## config.mk

```make
export PLATFORM = sky130hd
export DESIGN_NAME = mmio_timer_gpio
export DESIGN_NICKNAME = d
export VERILOG_FILES = /design/src/rtl/mmio_pkg.sv /design/src/rtl/mmio_timer_core.sv /design/src/rtl/mmio_timer_gpio.sv
export SDC_FILE = /design/constraint.sdc
export NUM_CORES = 1
export LEC_CHECK = 0
export ABC_AREA = 1
export CORE_MARGIN = 1.5
export CORE_UTILIZATION = 40
export CTS_CLUSTER_SIZE = 28
export DETAILED_ROUTE_END_ITERATION = 12
export SYNTH_ARGS = -nofsm -noshare
export SYNTH_HDL_FRONTEND = slang
export SYNTH_SLANG_ARGS = --single-unit
export TNS_END_PERCENT = 5
```

## constraint.sdc

```tcl
create_clock -name clk -period 2.2 [get_ports clk]
set_clock_uncertainty 0.2 [all_clocks]
set_input_delay 0.22 -clock clk [delete_from_list [all_inputs] [get_ports clk]]
set_output_delay 0.22 -clock clk [all_outputs]
set_load 0.005 [all_outputs]
```

## src/rtl/mmio_pkg.sv

```systemverilog
// mmio_pkg: shared constants and types for the memory-mapped timer/GPIO slave.
//   - Default window base address (256-byte window).
//   - Word-aligned register offsets within the window.
//   - CTRL / STATUS bit layout and a window-decode helper.
package mmio_pkg;

  localparam logic [31:0] BASE_ADDR_DEF = 32'hFFFF_0000;

  localparam logic [7:0] OFF_GPIO_OUT = 8'h00;
  localparam logic [7:0] OFF_GPIO_IN  = 8'h04;
  localparam logic [7:0] OFF_CTRL     = 8'h08;
  localparam logic [7:0] OFF_PRESCALE = 8'h0C;
  localparam logic [7:0] OFF_COUNT    = 8'h10;
  localparam logic [7:0] OFF_COMPARE  = 8'h14;
  localparam logic [7:0] OFF_STATUS   = 8'h18;

  localparam int CTRL_EN_BIT      = 0;
  localparam int CTRL_RELOAD_BIT  = 1;
  localparam int CTRL_IRQ_EN_BIT  = 2;
  localparam int STATUS_MATCH_BIT = 0;

  // Packed so that bit 0 is en, bit 1 auto_reload, bit 2 irq_en.
  typedef struct packed {
    logic irq_en;
    logic auto_reload;
    logic en;
  } ctrl_t;

  // True when the byte address lies in the 256-byte window starting at base.
  function automatic logic in_window(input logic [31:0] addr, input logic [31:0] base);
    return (addr[31:8] == base[31:8]);
  endfunction

endpackage

```

## src/rtl/mmio_timer_core.sv

```systemverilog
// mmio_timer_core: prescaler plus 32-bit COUNT with COMPARE match flag.
// Ports:
//   clk, rst          clock, synchronous active-high reset
//   en_i              timer enable (CTRL.en)
//   auto_reload_i     reload COUNT to 0 on match (CTRL.auto_reload)
//   prescale_i        prescale terminal value; tick every prescale_i+1 cycles
//   compare_i         COMPARE register value
//   pcnt_clr_i        restart prescaler (CPU write to CTRL or PRESCALE)
//   count_we_i        CPU write strobe for COUNT, data on count_wdata_i
//   match_clr_i       write-1-to-clear of STATUS.match
//   count_o, match_o  current COUNT and match flag
module mmio_timer_core
  import mmio_pkg::*;
(
  input  logic        clk,
  input  logic        rst,
  input  logic        en_i,
  input  logic        auto_reload_i,
  input  logic [31:0] prescale_i,
  input  logic [31:0] compare_i,
  input  logic        pcnt_clr_i,
  input  logic        count_we_i,
  input  logic [31:0] count_wdata_i,
  input  logic        match_clr_i,
  output logic [31:0] count_o,
  output logic        match_o
);

  logic [31:0] pcnt_q, pcnt_d;
  logic [31:0] count_q, count_d;
  logic        match_q, match_d;
  logic        tick_s;
  logic        hit_s;

  assign tick_s = en_i & (pcnt_q == prescale_i);
  // Match test always uses the pre-write COUNT, even if the CPU writes COUNT this cycle.
  assign hit_s  = tick_s & (count_q == compare_i);

  // Prescaler next state: held at zero while disabled or when restarted by a config write.
  always_comb begin
    pcnt_d = 32'd0;
    if (!en_i) begin
      pcnt_d = 32'd0;
    end else if (pcnt_clr_i || tick_s) begin
      pcnt_d = 32'd0;
    end else begin
      pcnt_d = pcnt_q + 32'd1;
    end
  end

  // COUNT next state: CPU write wins over the tick increment.
  always_comb begin
    count_d = count_q;
    if (count_we_i) begin
      count_d = count_wdata_i;
    end else if (hit_s && auto_reload_i) begin
      count_d = 32'd0;
    end else if (tick_s) begin
      count_d = count_q + 32'd1;
    end else begin
      count_d = count_q;
    end
  end

  // Match flag next state: a new match beats a coincident clear.
  always_comb begin
    match_d = match_q;
    if (hit_s) begin
      match_d = 1'b1;
    end else if (match_clr_i) begin
      match_d = 1'b0;
    end else begin
      match_d = match_q;
    end
  end

  // Timer state registers.
  always_ff @(posedge clk) begin
    if (rst) begin
      pcnt_q  <= 32'd0;
      count_q <= 32'd0;
      match_q <= 1'b0;
    end else begin
      pcnt_q  <= pcnt_d;
      count_q <= count_d;
      match_q <= match_d;
    end
  end

  assign count_o = count_q;
  assign match_o = match_q;

endmodule

```

## src/rtl/mmio_timer_gpio.sv

```systemverilog
// mmio_timer_gpio: memory-mapped slave with GPIO out/in registers and a prescaled timer.
// Ports:
//   clk, rst                     clock, synchronous active-high reset
//   mem_write, datamem_add,
//   write_data                   CPU store strobe, byte address and store data
//   io_sel                       address is inside this block's 256-byte window
//   io_readdata                  combinational read data (0 when unmapped / not selected)
//   gpio_in                      asynchronous pins, double-flop synchronised
//   gpio_out                     registered GPIO outputs
//   timer_irq                    level interrupt = STATUS.match & CTRL.irq_en
module mmio_timer_gpio
  import mmio_pkg::*;
#(
  parameter logic [31:0] BASE_ADDR  = BASE_ADDR_DEF,
  parameter int          GPIO_WIDTH = 8
) (
  input  logic                  clk,
  input  logic                  rst,
  input  logic                  mem_write,
  input  logic [31:0]           datamem_add,
  input  logic [31:0]           write_data,
  output logic                  io_sel,
  output logic [31:0]           io_readdata,
  input  logic [GPIO_WIDTH-1:0] gpio_in,
  output logic [GPIO_WIDTH-1:0] gpio_out,
  output logic                  timer_irq
);

  logic [GPIO_WIDTH-1:0] gpio_out_q, gpio_out_d;
  logic [GPIO_WIDTH-1:0] sync1_q, sync2_q;
  ctrl_t                 ctrl_q, ctrl_d;
  logic [31:0]           prescale_q, prescale_d;
  logic [31:0]           compare_q, compare_d;
  logic [31:0]           count_s;
  logic                  match_s;
  logic                  we_s;
  logic [7:0]            offset_s;
  logic [31:0]           rdata_s;
  logic                  unused_addr_bits;

  // Byte-lane bits are ignored: all accesses are whole words.
  assign unused_addr_bits = ^datamem_add[1:0];
  assign io_sel   = in_window(datamem_add, BASE_ADDR);
  assign offset_s = {datamem_add[7:2], 2'b00};
  assign we_s     = mem_write & io_sel;

  // Next-state for CPU-writable configuration registers.
  always_comb begin
    gpio_out_d = gpio_out_q;
    ctrl_d     = ctrl_q;
    prescale_d = prescale_q;
    compare_d  = compare_q;
    if (we_s) begin
      case (offset_s)
        OFF_GPIO_OUT: gpio_out_d = write_data[GPIO_WIDTH-1:0];
        OFF_CTRL:     ctrl_d     = ctrl_t'(write_data[2:0]);
        OFF_PRESCALE: prescale_d = write_data;
        OFF_COMPARE:  compare_d  = write_data;
        default:      gpio_out_d = gpio_out_q;
      endcase
    end else begin
      gpio_out_d = gpio_out_q;
    end
  end

  // Register file and the two-flop GPIO input synchroniser.
  always_ff @(posedge clk) begin
    if (rst) begin
      gpio_out_q <= '0;
      sync1_q    <= '0;
      sync2_q    <= '0;
      ctrl_q     <= ctrl_t'(3'b000);
      prescale_q <= 32'd0;
      compare_q  <= 32'd0;
    end else begin
      gpio_out_q <= gpio_out_d;
      sync1_q    <= gpio_in;
      sync2_q    <= sync1_q;
      ctrl_q     <= ctrl_d;
      prescale_q <= prescale_d;
      compare_q  <= compare_d;
    end
  end

  mmio_timer_core u_core (
    .clk           (clk),
    .rst           (rst),
    .en_i          (ctrl_q.en),
    .auto_reload_i (ctrl_q.auto_reload),
    .prescale_i    (prescale_q),
    .compare_i     (compare_q),
    .pcnt_clr_i    (we_s & ((offset_s == OFF_PRESCALE) | (offset_s == OFF_CTRL))),
    .count_we_i    (we_s & (offset_s == OFF_COUNT)),
    .count_wdata_i (write_data),
    .match_clr_i   (we_s & (offset_s == OFF_STATUS) & write_data[STATUS_MATCH_BIT]),
    .count_o       (count_s),
    .match_o       (match_s)
  );

  // Zero-latency read mux.
  always_comb begin
    rdata_s = 32'd0;
    if (io_sel) begin
      case (offset_s)
        OFF_GPIO_OUT: rdata_s = {{(32-GPIO_WIDTH){1'b0}}, gpio_out_q};
        OFF_GPIO_IN:  rdata_s = {{(32-GPIO_WIDTH){1'b0}}, sync2_q};
        OFF_CTRL:     rdata_s = {29'd0, ctrl_q};
        OFF_PRESCALE: rdata_s = prescale_q;
        OFF_COUNT:    rdata_s = count_s;
        OFF_COMPARE:  rdata_s = compare_q;
        OFF_STATUS:   rdata_s = {31'd0, match_s};
        default:      rdata_s = 32'd0;
      endcase
    end else begin
      rdata_s = 32'd0;
    end
  end

  assign io_readdata = rdata_s;
  assign gpio_out    = gpio_out_q;
  assign timer_irq   = match_s & ctrl_q.irq_en;

endmodule

```

* Word-level counts from Yosys, hierarchy flattened
Cells that the tools add are included.
** Word-level totals
- Register bits :: 156
- Input bits :: 75
- Output and inout port bits :: 42
- Logic and storage cells :: 49
** Operators by class
- Add/sub/neg operators :: 2
- Equality and inequality tests :: 9
- Multiplexer cells :: 7
- Bitwise gates (word level) :: 10
- Reductions and logical operators :: 10
** Operators by type and width (number)
- 32-bit case mux with 7 select lines :: 1
- 32-bit two-way mux :: 4
- 32-bit by 1-bit adder with 32-bit output, second input constant :: 2
- 32-bit == test :: 2
- 24-bit == test, second input constant :: 1
- 6-bit by 3-bit == test with 1-bit output, second input constant :: 3
- 6-bit by 2-bit == test with 1-bit output, second input constant :: 2
- 1-bit AND :: 8
- 8-bit logical NOT :: 1
- 2-bit AND reduction :: 4
- 6-bit by 1-bit == test with 1-bit output, second input constant :: 1
- 3-bit nonzero test :: 1
- 3-bit OR reduction :: 1
- 1-bit two-way mux :: 2
- 2-bit nonzero test :: 1
- 1-bit logical AND :: 1
- 1-bit logical OR :: 1
- 1-bit inverter :: 1
- 1-bit bitwise OR :: 1

* Depth between registers and ports, before layout
Gate-level depths: netlist of the first run.
- Word-level depth :: 6
- Depth in mapped cells :: 14

* Cells and area by module
Synthesis of the first run repeated with hierarchy kept, for this count alone.
** Unflattened totals
- Cell total of the unflattened synthesis :: 1632
- Area, all modules :: 9974.6 µm²
** By module, submodules not included
- mmio_timer_core :: instances 1, cells an instance 900, area an instance 5469.0 µm², seq. area each 1301.2 µm²
- mmio_timer_gpio :: instances 1, cells an instance 732, area an instance 4505.6 µm², seq. area each 1821.7 µm²

* Worst setup path after synthesis of the first run
OpenSTA, ideal clock, no wires.
- Kind :: flip-flop to flip-flop
- From :: register u_core.count_q[1] (netlist: u_core.count_o[1])
- To :: register u_core.count_q[30] (netlist: u_core.count_o[30])
- Library setup time :: 0.070 ns
- Arrival :: 1.622 ns
- Path slack :: 0.308 ns
- Stages on the path, launching flop included :: 14
- Period minus slack after synthesis :: 1.892 ns
- Cell sequence :: dfxtp_1 -> ha_1 -> nand2_1 -> nor2_2 -> nand2_1 -> nor2_2 -> nand2_1 -> nor2_2 -> nand2_1 -> nand2_1 -> inv_1 -> nor2_1 -> nand3_1 -> a21oi_1
** On the way
- Longest elaborated chain between the ends :: 5
** RTL lines
- start: declaration :: line mmio_timer_core.sv:30 : logic [31:0] count_q, count_d;
- start signal: assignment :: line mmio_timer_core.sv:85 : count_q <= count_d;
- parallel branches: the longest is 5 deep, another holds 32-bit by 1-bit adder with 32-bit output
Parallel ways; which one is timed is not known. The select of a mux whose other input is x is not followed.
A chain may end at the register's enable or synchronous reset.

* Worst setup path after layout of the first run
- From :: input datamem_add[23]
- To :: output io_readdata[14]
** On the way
- Longest elaborated chain between the ends :: 2
** RTL lines
- start: declaration :: line mmio_timer_gpio.sv:20 : input logic [31:0] datamem_add,
- 24-bit == test :: line mmio_pkg.sv:31 : return (addr[31:8] == base[31:8]);
- 32-bit two-way mux :: line mmio_timer_gpio.sv:103 : if (io_sel) begin
- end: declaration :: line mmio_timer_gpio.sv:23 : output logic [31:0] io_readdata,
Every way passes these cells.

==> results of run 1 <==
## cell families after synthesis
| group | synth area share |
|---|---|
| AOI/OAI and AO/OA | 0.1323 |
| xor gates and xnor gates | 0.03918 |
| DFF | 0.3175 |
| adders and majority gates | 0.002544 |
| and+or+nand+nor | 0.3754 |
| buffers and inverters | 0.1331 |
## layout make-up
type / count / area [µm²] / area share
clock buffer: 17 / 425.4 / 0.03312
inverter: 241 / 907.1 / 0.07061
clock inverter: 15 / 220.2 / 0.01714
tap: 324 / 405.4 / 0.03156
multi-input combinational: 1086 / 5593 / 0.4354
sequential: 156 / 3142 / 0.2446
timing repair buffer: 230 / 2153 / 0.1676
## routing by layer
layer | vias up | wire length [µm]
met3 | 45 | 1846
met2 | 295 | 15870
met5 | - | 0
li1 | 5289 | -
met4 | 0 | 752
met1 | 4823 | 16320
## power breakdown
part           switching, mW  total, mW  internal, mW  leakage (nW)
clock network           1.50       3.18          1.67         0.311
logic                  0.157      0.288         0.131          3.76
registers            0.00338       2.84          2.83          1.27
total                   1.66       6.30          4.64          5.34
## registers in the layout, indices dropped and copies added (netlist names)
register / cells
sync2_q: 8
u_core.count_o: 32
u_core.match_o: 1
prescale_q: 32
gpio_out: 8
sync1_q: 8
compare_q: 32
u_core.pcnt_q: 32
ctrl_q: 3
## worst reg2reg max path: cells and delay by family, from the launching register on
family                   cells  cell delay [ns]
AND/OR/NAND/NOR              7             0.83
adder cells (fa/ha/maj)      1             0.21
buffers and inverters        2             0.24
flip-flops                   1             0.34
AO/OA/AOI/OAI                2             0.21
## synth_stat cells, drive strengths merged
master / number / area (µm²)
a211oi: 51 / 452.9
a21oi: 78 / 427.9
a221oi: 3 / 26.28
a22oi: 2 / 15.01
a31oi: 25 / 156.4
and3: 2 / 12.51
buf: 46 / 294.0
clkbuf: 26 / 100.1
clkinv: 1 / 3.750
dfxtp: 156 / 3123
dlygate4sd3: 1 / 10.01
ha: 2 / 25.02
inv: 240 / 900.9
nand2: 427 / 1620
nand3: 95 / 568.0
nand4: 32 / 221.5
nor2: 231 / 942.2
nor3: 39 / 231.5
nor3b: 3 / 27.52
nor4: 4 / 31.28
o21ai: 32 / 160.2
o22ai: 10 / 62.56
or2: 6 / 37.54
xnor2: 3 / 26.28
xor2: 41 / 359.1
## worst paths after layout
check | startpoint | end | slack, ns | depth (start not counted)
worst max register to register | u_core.count_o[0]$_SDFFE_PP0P_ | u_core.count_o[26]$_SDFFE_PP0P_ | 0.11 | 12
worst max-delay path | datamem_add[23] | io_readdata[14] | 0.1 | 12
worst min-delay path | gpio_in[7] | sync1_q[7]$_SDFF_PP0_ | 0.08 | 3
worst min register to register | sync1_q[6]$_SDFF_PP0_ | sync2_q[6]$_SDFF_PP0_ | 0.21 | 2
## what timing repair did
item / 4_1_cts / 5_1_grt
gates cloned: 3 / 1
hold buffers: 0 / 0
gates resized for setup: 185 / 40
endpoints found under the setup margin: 62 / 64
buffers inserted: 15 / 0
pin swaps: 18 / 6
endpoints found under the hold margin: 0 / 0
## per-stage QoR
step / std cells / hold slack, ns / instance area [µm²] / setup TNS (ns) / utilization
5_1_grt: 2069 / 0.08215 / 12850 / -0.1146 / 0.5298
6_report: 2069 / 0.08147 / 12850 / 0 / 0.5298
3_3_place_gp: 2018 / 0.1920 / 11920 / -29.52 / 0.4914
3_5_place_dp: 2018 / 0.1962 / 11920 / -29.59 / 0.4914
4_1_cts: 2068 / 0.06957 / 12690 / 0 / 0.5235
2_1_floorplan: 1556 / 0.1270 / 9836 / 0 / -
==> results.ini, run 1 <==
[status]
status=finished clean

[clock_network]
clock-sinks=156
numCtsBuffers=17
clk_latency_ns=0.44
cts_buffer_depth=2
cts_tree=yes
root_buffer=clkbuf_16
h-tree-depth=4
clk_pin_slew_worst_paths_ns=0.08

[global_route]
met1_usage=0.3764
top_usage_layer=met2
grt_pass1_wl_um=54190
antenna_found_initial=0
grt_usage=0.2729
use_met3=0.04494
grt_max_degree=102
grt_pass1_vias=9896
grtUsageMet2=0.4385
gr-total-overflow=0

[pwr]
p_leak_nw=5.342
pwr_density_cell_nw_per_um2=490.5
total_power_mw=6.300
ir_drop_mv=0.4942

[synthesis]
ys_seq_area_frac=0.3175
syn_avg_cell_area_um2=6.321
yosys_warnings=0
syn_nets=1633
syn_inst=1556
synthesis.area_um2=9836
ys_types=44
ys_seq_elements=156

[timing]
fin_ws_ns=0.09614
fmax_ghz=0.4753
tightest_slew_ns=0.5833
slew_headroom=0.6111
rsz0062_at_grt=yes
maxSlewViolCount=0
hold_viol=0
post-route-period-util=0.9563
setup_viol_count_final=0
period_minus_slack_ns=2.104

[placement]
place.gp.congestion=0.9300
place_ws_ns=-0.4896
port_buffers=114
dp_hpwl_um=26150

[cells_and_area]
final_cell_mix=418 x nand2_1, 222 x inv_1, 204 x nor2_1
nFillCells=2458
area_delta_synth_final_pct=30.61
nets=1809
diodes=0
layout_commonest_cell=nand2_1
drive_gt1_frac=0.1857

[setup_path]
crit_chain=dlygate4sd2_1 > nand2_1 > nor2_1 > nand2_1 > nor2_2 > nand2_1 > inv_2 > nand4_1 > buf_6 > buf_8 > a31oi_1 > buf_2
required_ns=1.78
path_max_fanout=6
worstSetupPathType=input pin to output port
crit_family=buffers and inverters
slowest_delay_ns=0.22
crit_buf_inv=5
cp_common_cell=nand2_1
worstPathArrival_ns=1.68
startpoint_type=input pin
critPathSlowestCell=dlygate4sd2_1
crit_path_end_kind=output port

[die]
num_rows=57
die_h_um=159.8
die_x_um=159.8
core_area_um2=24250
start_util=0.4056
io_pins=117
dieArea_um2=25540

[detailed_routing]
final_antenna_net_count=0
first_iter_violations=925
firstDrtPassIters=7
vias_per_cell=5.052
drc=0
wire_per_inst_um=16.81
drt_wl_total_um=34790
vias=10450

[flow_run]
drv_cap=0

[min_path]
worstHoldPathType=input pin to register

(Power assumes the default switching activity.)
==> run 2: changes to the inputs <==
--- a/config.mk
+++ b/config.mk
@@ -6,10 +6,11 @@
 export NUM_CORES = 1
 export LEC_CHECK = 0
 export ABC_AREA = 1
-export CORE_MARGIN = 1.5
-export CORE_UTILIZATION = 40
+export CORE_MARGIN = 1
+export CORE_UTILIZATION = 51
 export CTS_CLUSTER_SIZE = 28
 export DETAILED_ROUTE_END_ITERATION = 12
+export PLACE_DENSITY = 0.74
 export SYNTH_ARGS = -nofsm -noshare
 export SYNTH_HDL_FRONTEND = slang
 export SYNTH_SLANG_ARGS = --single-unit
==> run 2 against run 1 <==
Sequential power about the same. Largest cell class unchanged. Critical path type is now register to register. Die area shrank 22%. Count of clock-buffer cells in the layout unchanged. Register-to-register slack got worse by 0.05 ns.
==> results.ini, run 2 (synthesized netlist as in run 1, its figures left out) <==
[placement]
place.gp.congestion=0.9880
dp_hpwl_um=24790
port_buffers=114
place_ws_ns=-0.4810

[global_route]
grtUsageMet2=0.5373
met1_usage=0.4693
grt_max_degree=102
top_usage_layer=met2
grt_pass1_vias=9743
antenna_found_initial=1
grt_pass1_wl_um=52140
gr-total-overflow=0
use_met3=0.05740
grt_usage=0.3429

[clock_network]
clk_latency_ns=0.44
root_buffer=clkbuf_16
clock-sinks=156
cts_tree=yes
cts_buffer_depth=2
numCtsBuffers=17
clk_pin_slew_worst_paths_ns=0.08
h-tree-depth=4

[pwr]
ir_drop_mv=0.5664
seqPwrFrac=0.462
p_leak_nw=5.241
p_comb_frac=0.047
p_sw_frac=0.2652
p_int_mw=4.518
p_clk_frac=0.491
power.switching_mw=1.630
pwr_density_cell_nw_per_um2=486.8

[die]
io_pins=117
start_util=0.5223
dieArea_um2=19840
num_rows=50
die_h_um=140.9
core_area_um2=18830
die_x_um=140.9

[setup_path]
worstRegToRegCells=12
crit_path_start=u_core.pcnt_q[22]$_SDFF_PP0_
slowest_delay_ns=0.40
r2r_start=u_core.pcnt_q[22]$_SDFF_PP0_
path_max_fanout=10
timing.rr.end=u_core.count_o[2]$_SDFFE_PP0P_
crit_chain=inv_1 > nand2_1 > nand2_1 > nor2_1 > nand2_1 > nor2_2 > nand3_2 > nor3_4 > buf_12 > buf_12 > nand3_1 > a21oi_1
cp_common_cell=nand2_1
reg2reg_slack_ns=0.06
required_ns=2.35
worstSetupPathType=register to register
crit_path_end_kind=register
worstPathArrival_ns=2.29
startpoint_type=register
critPathSlowestCell=dfxtp_1
crit_buf_inv=3
crit_family=simple AND/OR/NAND/NOR gates

[detailed_routing]
firstDrtPassIters=7
wire_per_inst_um=16.83
vias_per_cell=5.328
final_antenna_net_count=0
vias=10550
drt_wl_total_um=33340
drc=0
first_iter_violations=906

[timing]
fin_ws_ns=0.05661
maxSlewViolCount=0
hold_viol=0
period_minus_slack_ns=2.143
rsz0062_at_grt=yes
tightest_slew_ns=0.5939
slew_headroom=0.6040
post-route-period-util=0.9743
fmax_ghz=0.4666
setup_viol_count_final=0

[cells_and_area]
area_delta_synth_final_pct=28.41
nets=1785
fin_util=0.6707
nFillCells=1657
diodes=0
final_cell_mix=415 x nand2_1, 221 x inv_1, 203 x nor2_1
layout_commonest_cell=nand2_1
drive_gt1_frac=0.1993

[min_path]
worstHoldPathType=input pin to register
hold_end=sync1_q[5]$_SDFF_PP0_
hold_start=gpio_in[5]
min_path_cells=3

[status]
status=finished clean

[flow_run]
drv_cap=0

## run 2: metrics by stage
step	hold slack [ns]	TNS [ns]	instance area, µm²	total power, mW	cells
2_1_floorplan	0.1270	0	9836	2.984	1556
3_3_place_gp	0.1904	-22.52	11720	3.197	1939
3_5_place_dp	0.1940	-23.98	11720	3.200	1939
4_1_cts	0.08133	-0.01655	12390	6.175	1978
5_1_grt	0.08892	-0.5398	12630	6.313	1981
6_report	0.09297	0	12630	6.148	1981
## run 2: worst min-delay path, stage by stage
cell             delay (ns)
clkdlybuf4s50_1        0.40
inv_1                  0.05
nor2_1                 0.03
## run 2: metal layers
metal	vias up	part of all wire
met4	0	0.031
met2	433	0.45
met5	-	0
met1	4804	0.44
met3	72	0.079
li1	5245	-
## run 2: what timing repair did
item,CTS,global route
setup buffers,4,3
hold endpoints to repair,0,0
setup endpoints to repair,39,69
gates cloned,3,0
hold buffers,0,0
pin swaps,10,20
gates resized for setup,173,111
## run 2: power groups by stage
stage / registers, mW / clock network [mW] / logic (mW)
after floorplan: 2.90 / 0 / 0.0810
after global placement: 2.90 / 0 / 0.293
after detailed placement: 2.90 / 0 / 0.296
after CTS: 2.84 / 3.06 / 0.282
after global routing: 2.84 / 3.17 / 0.306
final: 2.84 / 3.02 / 0.291
## run 2: how the worst max path moves through the flow
stage / endpoint / slack (ns) / cells after the start
2_1_floorplan: u_core.count_o[30]$_SDFFE_PP0P_ / 0.31 / 13
3_3_place_gp: io_readdata[17] / -0.46 / 11
3_5_place_dp: io_readdata[17] / -0.48 / 11
4_1_cts: io_readdata[17] / -0.01 / 9
5_1_grt: u_core.count_o[2]$_SDFFE_PP0P_ / -0.04 / 12
6_report: u_core.count_o[2]$_SDFFE_PP0P_ / 0.06 / 12
## run 2: cell type report
cell class | count | area [µm²] | area share
clock inverters | 15 | 191.4 | 0.01516
multi-input cells | 1086 | 5673 | 0.4492
clock buffers | 17 | 425.4 | 0.03368
inverters | 241 | 907.1 | 0.07182
well taps | 260 | 325.3 | 0.02576
flip-flops and latches | 156 | 3173 | 0.2512
repair buffers | 206 | 1934 | 0.1532
